===== src/rtl/sdram_arb_pkg.sv =====
// -----------------------------------------------------------------------------
// sdram_arb_pkg
//
// Shared types and default parameters for the SDRAM port arbiter.
//   state_t : arbiter FSM state (IDLE -> ACCESS -> DONE -> IDLE)
//   owner_t : which requester owns the current SDRAM slot
//   ACCESS_CYCLES_DEF : default number of F14M cycles a strobe is held
//   STARVE_MAX_DEF    : default CPU-loss count before the CPU is forced in
// -----------------------------------------------------------------------------
package sdram_arb_pkg;

    typedef enum logic [1:0] {
        IDLE   = 2'd0,
        ACCESS = 2'd1,
        DONE   = 2'd2
    } state_t;

    typedef enum logic [1:0] {
        OWN_DIO = 2'd0,
        OWN_VID = 2'd1,
        OWN_CPU = 2'd2
    } owner_t;

    localparam int ACCESS_CYCLES_DEF = 4;
    localparam int STARVE_MAX_DEF    = 8;

endpackage


===== src/rtl/sdram_arbiter_if.sv =====
// -----------------------------------------------------------------------------
// sdram_arbiter_if
//
// Bundles the three requester ports and the SDRAM controller port of the
// arbiter.
//   dio_*  : ROM download write port (req/addr/din in, ack out)
//   vid_*  : video read port (req/addr in, ack out)
//   cpu_*  : CPU read/write port (req/wr/addr/din in, ack out)
//   rd_data: read data for video and CPU, valid in the ack cycle
//   sd_*   : SDRAM controller addr/din/we/oe out, dout in
//   busy   : arbiter is in ACCESS or DONE
//
// Handshake: each req is a level held by its requester until the matching
// ack pulses for one cycle; the requester drops req in the cycle after the
// ack. A req still high when the arbiter is back in IDLE starts a new access.
//
// Modports:
//   slave  : the arbiter side
//   master : the requesters plus the SDRAM controller (bench side)
// -----------------------------------------------------------------------------
interface sdram_arbiter_if #(
    parameter int ADDR_W = 25
);
    logic              dio_req;
    logic [ADDR_W-1:0] dio_addr;
    logic [7:0]        dio_din;
    logic              dio_ack;

    logic              vid_req;
    logic [ADDR_W-1:0] vid_addr;
    logic              vid_ack;

    logic              cpu_req;
    logic              cpu_wr;
    logic [ADDR_W-1:0] cpu_addr;
    logic [7:0]        cpu_din;
    logic              cpu_ack;

    logic [7:0]        rd_data;

    logic [ADDR_W-1:0] sd_addr;
    logic [7:0]        sd_din;
    logic              sd_we;
    logic              sd_oe;
    logic [7:0]        sd_dout;

    logic              busy;

    modport slave (
        input  dio_req, dio_addr, dio_din,
        output dio_ack,
        input  vid_req, vid_addr,
        output vid_ack,
        input  cpu_req, cpu_wr, cpu_addr, cpu_din,
        output cpu_ack,
        output rd_data,
        output sd_addr, sd_din, sd_we, sd_oe,
        input  sd_dout,
        output busy
    );

    modport master (
        output dio_req, dio_addr, dio_din,
        input  dio_ack,
        output vid_req, vid_addr,
        input  vid_ack,
        output cpu_req, cpu_wr, cpu_addr, cpu_din,
        input  cpu_ack,
        input  rd_data,
        input  sd_addr, sd_din, sd_we, sd_oe,
        output sd_dout,
        input  busy
    );

endinterface


===== src/rtl/sdram_arb_prio.sv =====
// -----------------------------------------------------------------------------
// sdram_arb_prio
//
// Combinational priority encoder for the SDRAM arbiter.
// Fixed order dio > vid > cpu. When force_cpu is set (starvation guard) a
// pending CPU request jumps ahead of video, but never ahead of download.
//
// Ports:
//   dio_req, vid_req, cpu_req : in  request levels
//   force_cpu                 : in  starvation override for the CPU
//   owner                     : out winning requester
//   valid                     : out at least one request is pending
// -----------------------------------------------------------------------------
module sdram_arb_prio
    import sdram_arb_pkg::*;
(
    input  logic   dio_req,
    input  logic   vid_req,
    input  logic   cpu_req,
    input  logic   force_cpu,
    output owner_t owner,
    output logic   valid
);

    always_comb begin
        owner = OWN_DIO;
        valid = 1'b0;
        if (dio_req) begin
            owner = OWN_DIO;
            valid = 1'b1;
        end else if (force_cpu && cpu_req) begin
            owner = OWN_CPU;
            valid = 1'b1;
        end else if (vid_req) begin
            owner = OWN_VID;
            valid = 1'b1;
        end else if (cpu_req) begin
            owner = OWN_CPU;
            valid = 1'b1;
        end
    end

endmodule


===== src/rtl/sdram_arbiter.sv =====
// -----------------------------------------------------------------------------
// sdram_arbiter
//
// Shares the single 8-bit SDRAM controller port between ROM download (write
// only), video fetch (read only) and the Z80 CPU (read/write). One access at
// a time: a winner is picked in IDLE, its address/data/direction are latched,
// the strobe is held for ACCESS_CYCLES cycles, then the owner gets a
// one-cycle ack in DONE (with rd_data valid for reads).
//
// Timing for a request seen in IDLE at cycle n:
//   n+1 .. n+ACCESS_CYCLES : sd_we or sd_oe high, sd_addr/sd_din stable
//   n+ACCESS_CYCLES+1      : DONE, ack pulse, rd_data updated for reads
//   n+ACCESS_CYCLES+2      : IDLE, next grant possible
//
// Optional build macro SDRAM_ARB_STARVE_EN: adds a 4-bit counter of CPU
// losses; at STARVE_MAX the pending CPU request beats video (not download).
// Without it the priority is purely fixed and a held vid_req or dio_req can
// block the CPU indefinitely.
//
// Ports:
//   F14M      : in  clock, everything on posedge
//   RESET     : in  synchronous active-high reset
//   bus       : requester + SDRAM signals (sdram_arbiter_if.slave)
//   dbg_state : out current FSM state
// -----------------------------------------------------------------------------
module sdram_arbiter
    import sdram_arb_pkg::*;
#(
    parameter int ADDR_W        = 25,
    parameter int ACCESS_CYCLES = ACCESS_CYCLES_DEF,
    parameter int STARVE_MAX    = STARVE_MAX_DEF
) (
    input  logic           F14M,
    input  logic           RESET,
    sdram_arbiter_if.slave bus,
    output state_t         dbg_state
);

    // Counter width follows ACCESS_CYCLES; it counts down from
    // ACCESS_CYCLES-1 to 0 so that ACCESS lasts exactly ACCESS_CYCLES cycles.
    localparam int               CNT_W    = $clog2(ACCESS_CYCLES + 1);
    localparam logic [CNT_W-1:0] CNT_LOAD = CNT_W'(ACCESS_CYCLES - 1);

    // Elaboration-time parameter sanity checks.
    if (ACCESS_CYCLES < 2) begin : g_bad_access_cycles
        $error("ACCESS_CYCLES must be at least 2");
    end
    if (STARVE_MAX < 1 || STARVE_MAX > 15) begin : g_bad_starve_max
        $error("STARVE_MAX must fit the 4-bit starvation counter (1..15)");
    end

    state_t            state;
    state_t            state_nxt;
    logic [CNT_W-1:0]  cnt;

    owner_t            owner_q;
    logic              wr_q;
    logic [ADDR_W-1:0] addr_q;
    logic [7:0]        din_q;
    logic [7:0]        rd_q;

    owner_t            win_owner;
    logic              win_valid;
    logic              force_cpu;
    logic              grant;

    logic              sd_we_c;
    logic              sd_oe_c;
    logic              busy_c;
    logic              dio_ack_c;
    logic              vid_ack_c;
    logic              cpu_ack_c;

    // -------------------------------------------------------------------------
    // Winner selection (only acted on in IDLE)
    // -------------------------------------------------------------------------
    sdram_arb_prio u_prio (
        .dio_req   (bus.dio_req),
        .vid_req   (bus.vid_req),
        .cpu_req   (bus.cpu_req),
        .force_cpu (force_cpu),
        .owner     (win_owner),
        .valid     (win_valid)
    );

    assign grant = (state == IDLE) && win_valid;

`ifdef SDRAM_ARB_STARVE_EN
    // Counts IDLE decisions the CPU lost while requesting. Saturates at the
    // limit so a CPU that keeps losing to download stays forced ahead of video
    // until it is finally granted.
    localparam logic [3:0] STARVE_LIM = 4'(STARVE_MAX);

    logic [3:0] starve_cnt;

    assign force_cpu = bus.cpu_req && (starve_cnt == STARVE_LIM);

    always_ff @(posedge F14M) begin
        if (RESET) begin
            starve_cnt <= 4'd0;
        end else if (grant) begin
            if (win_owner == OWN_CPU) begin
                starve_cnt <= 4'd0;
            end else if (bus.cpu_req && (starve_cnt != STARVE_LIM)) begin
                starve_cnt <= starve_cnt + 4'd1;
            end
        end
    end
`else
    assign force_cpu = 1'b0;
`endif

    // -------------------------------------------------------------------------
    // FSM: state register
    // -------------------------------------------------------------------------
    always_ff @(posedge F14M) begin
        if (RESET) begin
            state <= IDLE;
        end else begin
            state <= state_nxt;
        end
    end

    // -------------------------------------------------------------------------
    // FSM: next state
    // -------------------------------------------------------------------------
    always_comb begin
        state_nxt = state;
        case (state)
            IDLE:    if (win_valid) state_nxt = ACCESS;
            ACCESS:  if (cnt == '0) state_nxt = DONE;
            DONE:    state_nxt = IDLE;
            default: state_nxt = IDLE;
        endcase
    end

    // -------------------------------------------------------------------------
    // Datapath: latch the winner's request at grant, count the slot, capture
    // read data on the last ACCESS cycle.
    // -------------------------------------------------------------------------
    always_ff @(posedge F14M) begin
        if (RESET) begin
            cnt     <= '0;
            owner_q <= OWN_DIO;
            wr_q    <= 1'b0;
            addr_q  <= '0;
            din_q   <= 8'h00;
            rd_q    <= 8'h00;
        end else begin
            if (grant) begin
                cnt     <= CNT_LOAD;
                owner_q <= win_owner;
                case (win_owner)
                    OWN_DIO: begin
                        wr_q   <= 1'b1;
                        addr_q <= bus.dio_addr;
                        din_q  <= bus.dio_din;
                    end
                    OWN_VID: begin
                        wr_q   <= 1'b0;
                        addr_q <= bus.vid_addr;
                        din_q  <= 8'h00;
                    end
                    default: begin
                        wr_q   <= bus.cpu_wr;
                        addr_q <= bus.cpu_addr;
                        din_q  <= bus.cpu_din;
                    end
                endcase
            end else if ((state == ACCESS) && (cnt != '0)) begin
                cnt <= cnt - CNT_W'(1);
            end

            // Last ACCESS cycle of a read: sd_dout is valid and lands in
            // rd_data for the DONE (ack) cycle, then holds.
            if ((state == ACCESS) && (cnt == '0) && !wr_q) begin
                rd_q <= bus.sd_dout;
            end
        end
    end

    // -------------------------------------------------------------------------
    // FSM: outputs
    // -------------------------------------------------------------------------
    always_comb begin
        sd_we_c   = 1'b0;
        sd_oe_c   = 1'b0;
        busy_c    = 1'b0;
        dio_ack_c = 1'b0;
        vid_ack_c = 1'b0;
        cpu_ack_c = 1'b0;
        case (state)
            ACCESS: begin
                sd_we_c = wr_q;
                sd_oe_c = !wr_q;
                busy_c  = 1'b1;
            end
            DONE: begin
                busy_c    = 1'b1;
                dio_ack_c = (owner_q == OWN_DIO);
                vid_ack_c = (owner_q == OWN_VID);
                cpu_ack_c = (owner_q == OWN_CPU);
            end
            default: ;
        endcase
    end

    assign bus.sd_we   = sd_we_c;
    assign bus.sd_oe   = sd_oe_c;
    assign bus.busy    = busy_c;
    assign bus.dio_ack = dio_ack_c;
    assign bus.vid_ack = vid_ack_c;
    assign bus.cpu_ack = cpu_ack_c;
    assign bus.sd_addr = addr_q;
    assign bus.sd_din  = din_q;
    assign bus.rd_data = rd_q;
    assign dbg_state   = state;

endmodule


===== src/flat_wrapper.sv =====
// flat-port wrapper written by rule: the top's interface ports become plain ports
module sdram_arbiter_flat import sdram_arb_pkg::*;
#(
    parameter int ADDR_W        = 25,
    parameter int ACCESS_CYCLES = ACCESS_CYCLES_DEF,
    parameter int STARVE_MAX    = STARVE_MAX_DEF
)
  (F14M, RESET, dbg_state, bus_dio_req, bus_dio_addr, bus_dio_din, bus_dio_ack, bus_vid_req, bus_vid_addr, bus_vid_ack, bus_cpu_req, bus_cpu_wr, bus_cpu_addr, bus_cpu_din, bus_cpu_ack, bus_rd_data, bus_sd_addr, bus_sd_din, bus_sd_we, bus_sd_oe, bus_sd_dout, bus_busy);
  sdram_arbiter_if #(.ADDR_W(ADDR_W)) bus_i ();
  input  logic F14M;
  input  logic RESET;
  output state_t dbg_state;
  input wire logic [$bits(bus_i.dio_req)-1:0] bus_dio_req;
  input wire logic [$bits(bus_i.dio_addr)-1:0] bus_dio_addr;
  input wire logic [$bits(bus_i.dio_din)-1:0] bus_dio_din;
  output wire logic [$bits(bus_i.dio_ack)-1:0] bus_dio_ack;
  input wire logic [$bits(bus_i.vid_req)-1:0] bus_vid_req;
  input wire logic [$bits(bus_i.vid_addr)-1:0] bus_vid_addr;
  output wire logic [$bits(bus_i.vid_ack)-1:0] bus_vid_ack;
  input wire logic [$bits(bus_i.cpu_req)-1:0] bus_cpu_req;
  input wire logic [$bits(bus_i.cpu_wr)-1:0] bus_cpu_wr;
  input wire logic [$bits(bus_i.cpu_addr)-1:0] bus_cpu_addr;
  input wire logic [$bits(bus_i.cpu_din)-1:0] bus_cpu_din;
  output wire logic [$bits(bus_i.cpu_ack)-1:0] bus_cpu_ack;
  output wire logic [$bits(bus_i.rd_data)-1:0] bus_rd_data;
  output wire logic [$bits(bus_i.sd_addr)-1:0] bus_sd_addr;
  output wire logic [$bits(bus_i.sd_din)-1:0] bus_sd_din;
  output wire logic [$bits(bus_i.sd_we)-1:0] bus_sd_we;
  output wire logic [$bits(bus_i.sd_oe)-1:0] bus_sd_oe;
  input wire logic [$bits(bus_i.sd_dout)-1:0] bus_sd_dout;
  output wire logic [$bits(bus_i.busy)-1:0] bus_busy;
  assign bus_i.dio_req = bus_dio_req;
  assign bus_i.dio_addr = bus_dio_addr;
  assign bus_i.dio_din = bus_dio_din;
  assign bus_dio_ack = bus_i.dio_ack;
  assign bus_i.vid_req = bus_vid_req;
  assign bus_i.vid_addr = bus_vid_addr;
  assign bus_vid_ack = bus_i.vid_ack;
  assign bus_i.cpu_req = bus_cpu_req;
  assign bus_i.cpu_wr = bus_cpu_wr;
  assign bus_i.cpu_addr = bus_cpu_addr;
  assign bus_i.cpu_din = bus_cpu_din;
  assign bus_cpu_ack = bus_i.cpu_ack;
  assign bus_rd_data = bus_i.rd_data;
  assign bus_sd_addr = bus_i.sd_addr;
  assign bus_sd_din = bus_i.sd_din;
  assign bus_sd_we = bus_i.sd_we;
  assign bus_sd_oe = bus_i.sd_oe;
  assign bus_i.sd_dout = bus_sd_dout;
  assign bus_busy = bus_i.busy;
  sdram_arbiter #(.ADDR_W(ADDR_W), .ACCESS_CYCLES(ACCESS_CYCLES), .STARVE_MAX(STARVE_MAX)) u_core (.F14M(F14M), .RESET(RESET), .bus(bus_i), .dbg_state(dbg_state));
endmodule

===== config.mk =====
export PLATFORM = sky130hd
export DESIGN_NAME = sdram_arbiter_flat
export DESIGN_NICKNAME = d
export VERILOG_FILES = /design/src/rtl/sdram_arb_pkg.sv /design/src/rtl/sdram_arbiter_if.sv /design/src/rtl/sdram_arb_prio.sv /design/src/rtl/sdram_arbiter.sv /design/src/flat_wrapper.sv
export SDC_FILE = /design/constraint.sdc
export NUM_CORES = 1
export LEC_CHECK = 0
export ABC_AREA = 1
export CAP_MARGIN = 10
export CELL_PAD_IN_SITES_DETAIL_PLACEMENT = 1
export CELL_PAD_IN_SITES_GLOBAL_PLACEMENT = 2
export CORE_MARGIN = 5
export CORE_UTILIZATION = 18
export CTS_CLUSTER_DIAMETER = 60
export DETAILED_ROUTE_END_ITERATION = 8
export GPL_ROUTABILITY_DRIVEN = 0
export GPL_TIMING_DRIVEN = 0
export PLACE_DENSITY = 0.83
export SLEW_MARGIN = 15
export SYNTH_ARGS = -nofsm -noshare
export SYNTH_HDL_FRONTEND = slang
export SYNTH_SLANG_ARGS = --single-unit

===== constraint.sdc =====
create_clock -name F14M -period 1.7 [get_ports F14M]
set_clock_uncertainty 0.1 [all_clocks]
set_input_delay 0.425 -clock F14M [delete_from_list [all_inputs] [get_ports F14M]]
set_output_delay 0.425 -clock F14M [all_outputs]
set_load 0.01 [all_outputs]

==> reports/metrics.csv <==
metric,value,unit
Max H-tree Level,2,
Async SR Flop Fraction,0,%
Initial Utilization,18.4,%
chip height,133,um
First DRT Iteration DRCs,95,
unrepaired setup endpoints after global routing,true,
global-route wire length before repair,18.5,mm
Post-Syn Nets,533,
Yosys Warn Count,0,
failing checks,setup timing,
worst endpoint required time,1.17,ns
status,finished with violations,
simple-gate share of the synthesized area,46.0,%
I/O Buffers,152,
CTS tree,done,
antenna-violating nets left,0,
DRT Pass-1 Iters,4,
Netlist cell types,27,
fin crit share,100,%
Via-to-Cell Ratio,4.28,
relative slew slack,68.7,%
Post-Synthesis Cells,422,
Longest Clk Path Bufs,2,
Synth top cells by count,"nand2_1 (148), nand3_1 (98), dfxtp_1 (49), inv_1 (49), nor2_1 (21)",
die area,17600,um2
core area,14600,um2
clk sinks,49,
crit path time final,1.70,ns
Worst Setup End Kind,output port,
Min Hold Slack,0.355,ns
XOR/XNOR Fraction of Synth Area,0,%
fillers,1825,
Final nets,697,
area grow syn2layout,73.6,%
WS Path Type,flip-flop to output port,
biggest area consumer among synthesized cells,dfxtp_1,
FP Rows,44,
number of synthesized flops with an enable pin,0,
fmax,587,MHz
top-count cell post-synth,nand2_1,
CP most frequent cell,inv_4,
root buf cell,clkbuf_16,
die width,133,um
vias in the first global route,3616,
Final Hold Viols,0,
Leak,0.00238,uW
top_reg_cell synth,dfxtp_1,
total track usage,13.0,%
post-synthesis sequential area ratio,36.3,%
worst-path cell chain,inv_4 -> ha_4 -> inv_4 -> nor3_2 -> buf_2,
slowest CP cell,dfxtp_4,
Yosys reg bits,49,
multiplexer share of the synthesized area,0,%
Placed Cells,758,
final wirelength,11.5,mm
CTS Buf Count,5,
main combinational cell family by area after synthesis,simple AND/OR/NAND/NOR gates,
# IOs,154,
largest net degree at the start of global routing,16,
initial antenna violation count,1,
number of max-cap violations,0,
R2R Setup Slk,0.23,ns
clock latency on the worst-skew pair,0.30,ns
pins over their slew limit,0,
HPWL after DPL,8.91,mm
grt ovf,0,
"top cells by area, synth","dfxtp_1 (36%), nand2_1 (21%), nand3_1 (18%), inv_1 (6.8%), nor2_1 (2.9%)",
post-synthesis adder-cell area fraction,2.78,%
Mapped Area,2700,um2
min-delay worst type,flip-flop to flip-flop,
total power,5570,uW
data arrival time of the worst path,1.18,ns
Max rail drop VDD,0.596,mV
Final Setup Violations,1,
Remaining DRCs,0,
Worst-path clk slew,0.07,ns
pwr/cell area,1190,nW/um2
"Avg Cell Area, Syn",6.40,um2
Compound-Gate Fraction of Synth Area,3.10,%
fin cells,772,
CTS hold repair buffers,0,
top-area cell type share of the netlist area,36.3,%
routed wire length per instance,14.8,um
worst slew pin tran,0.470,ns
share of layout cells above drive strength 1,10.7,%
startpoint types,flip-flop,
CP max stage delay,0.38,ns
worst-path fanout max,5,
vias,3303,
worst setup margin,-0.00449,ns
worst paths after layout:
| path | cells past startpoint | to | start |
|---|---|---|---|
| max | 5 | bus_cpu_ack | u_core.dbg_state[0] |
| min | 2 | u_core.bus.sd_addr[18] | u_core.bus.sd_addr[18] |
| max reg2reg | 7 | u_core.dbg_state[1] | u_core.cnt[0] |
| min reg2reg | 2 | u_core.bus.sd_addr[18] | u_core.bus.sd_addr[18] |
what timing repair did:
item                                    4_1_cts  5_1_grt
endpoints found under the setup margin       86       45
pin swaps                                     3        0
gates resized for setup                      92       12
hold endpoints to repair                      0        0
setup buffers                                 5        0
layout make-up:
cell class                      instances  area, um2  share of cell area [%]
Timing Repair Buffer                  157       1480                    31.6
Clock inverter                          2       38.8                   0.827
Antenna cell                            1       2.50                  0.0534
Inverter                               53        214                    4.56
Sequential cell                        49        988                    21.1
Multi-Input combinational cell        301       1480                    31.5
Clock buffer                            6        129                    2.75
Tap cell                              184        230                    4.91
Buffer                                 19        128                    2.72
metal layers:
layer / global-route usage, % / part of all wire, % / up-vias
met5: 0 / 0 / -
met4: 3.12 / 0.95 / 0
met3: 4.25 / 7.4 / 8
met2: 22.4 / 47 / 109
met1: 15.7 / 44 / 1527
li1: - / - / 1659
placed cells by master, fill, tap and decap left out, types with 8 or more instances in the layout:
| cell type | netlist | final |
|---|---|---|
| nand2_1 | 148 | 148 |
| nor2_1 | 21 | 20 |
| o21ai_0 | 8 | 8 |
| dfxtp_1 | 49 | 47 |
| buf_2 | 6 | 11 |
| clkdlybuf4s50_1 | 0 | 101 |
| buf_4 | 8 | 14 |
| inv_1 | 49 | 45 |
| dlygate4sd2_1 | 0 | 44 |
| nand3_1 | 98 | 98 |
power breakdown:
group | leakage (uW) | switching, uW | internal [uW] | total [uW]
logic | 0.00189 | 1400 | 1190 | 2600
clock network | 0.0000811 | 485 | 699 | 1180
registers | 0.000405 | 242 | 1550 | 1790
total | 0.00238 | 2130 | 3440 | 5570
through the flow:
stage | TNS [ns] | area (um2) | setup slack (ns) | util (%)
2_1_floorplan | 0 | 2700 | 0.0950 | -
4_1_cts | -0.105 | 4660 | -0.0401 | 31.8
5_1_grt | -0.253 | 4690 | -0.0816 | 32.0
3_5_place_dp | -18.57 | 4450 | -0.484 | 30.4
6_report | -0.00449 | 4690 | -0.00449 | 32.0
3_3_place_gp | -16.92 | 4450 | -0.489 | 30.4
registers in the layout, summed over array words and instances, names as in the netlist:
| register | flops |
|---|---|
| u_core.wr_q | 1 |
| u_core.bus.sd_din | 8 |
| u_core.cnt | 3 |
| u_core.bus.sd_addr | 25 |
| u_core.bus.rd_data | 8 |
| u_core.owner_q | 2 |
| u_core.dbg_state | 2 |
worst max-delay path: cells and delay by family (launching register included):
| kind | cells | cell delay [ns] |
|---|---|---|
| simple gates | 1 | 0.10 |
| flops | 1 | 0.38 |
| buf+inv | 3 | 0.27 |
| fa+ha+maj | 1 | 0.14 |
cells by family (layout without fill, tap and decap cells):
logic type               Yosys count  count (layout)
flip-flops                        49              49
other                              0               1
AO/OA/AOI/OAI                     14              14
adder cells (fa/ha/maj)            6               6
AND/OR/NAND/NOR                  281             281
buffers and inverters             72             237
No activity file was read; power rests on OpenSTA's default activity.
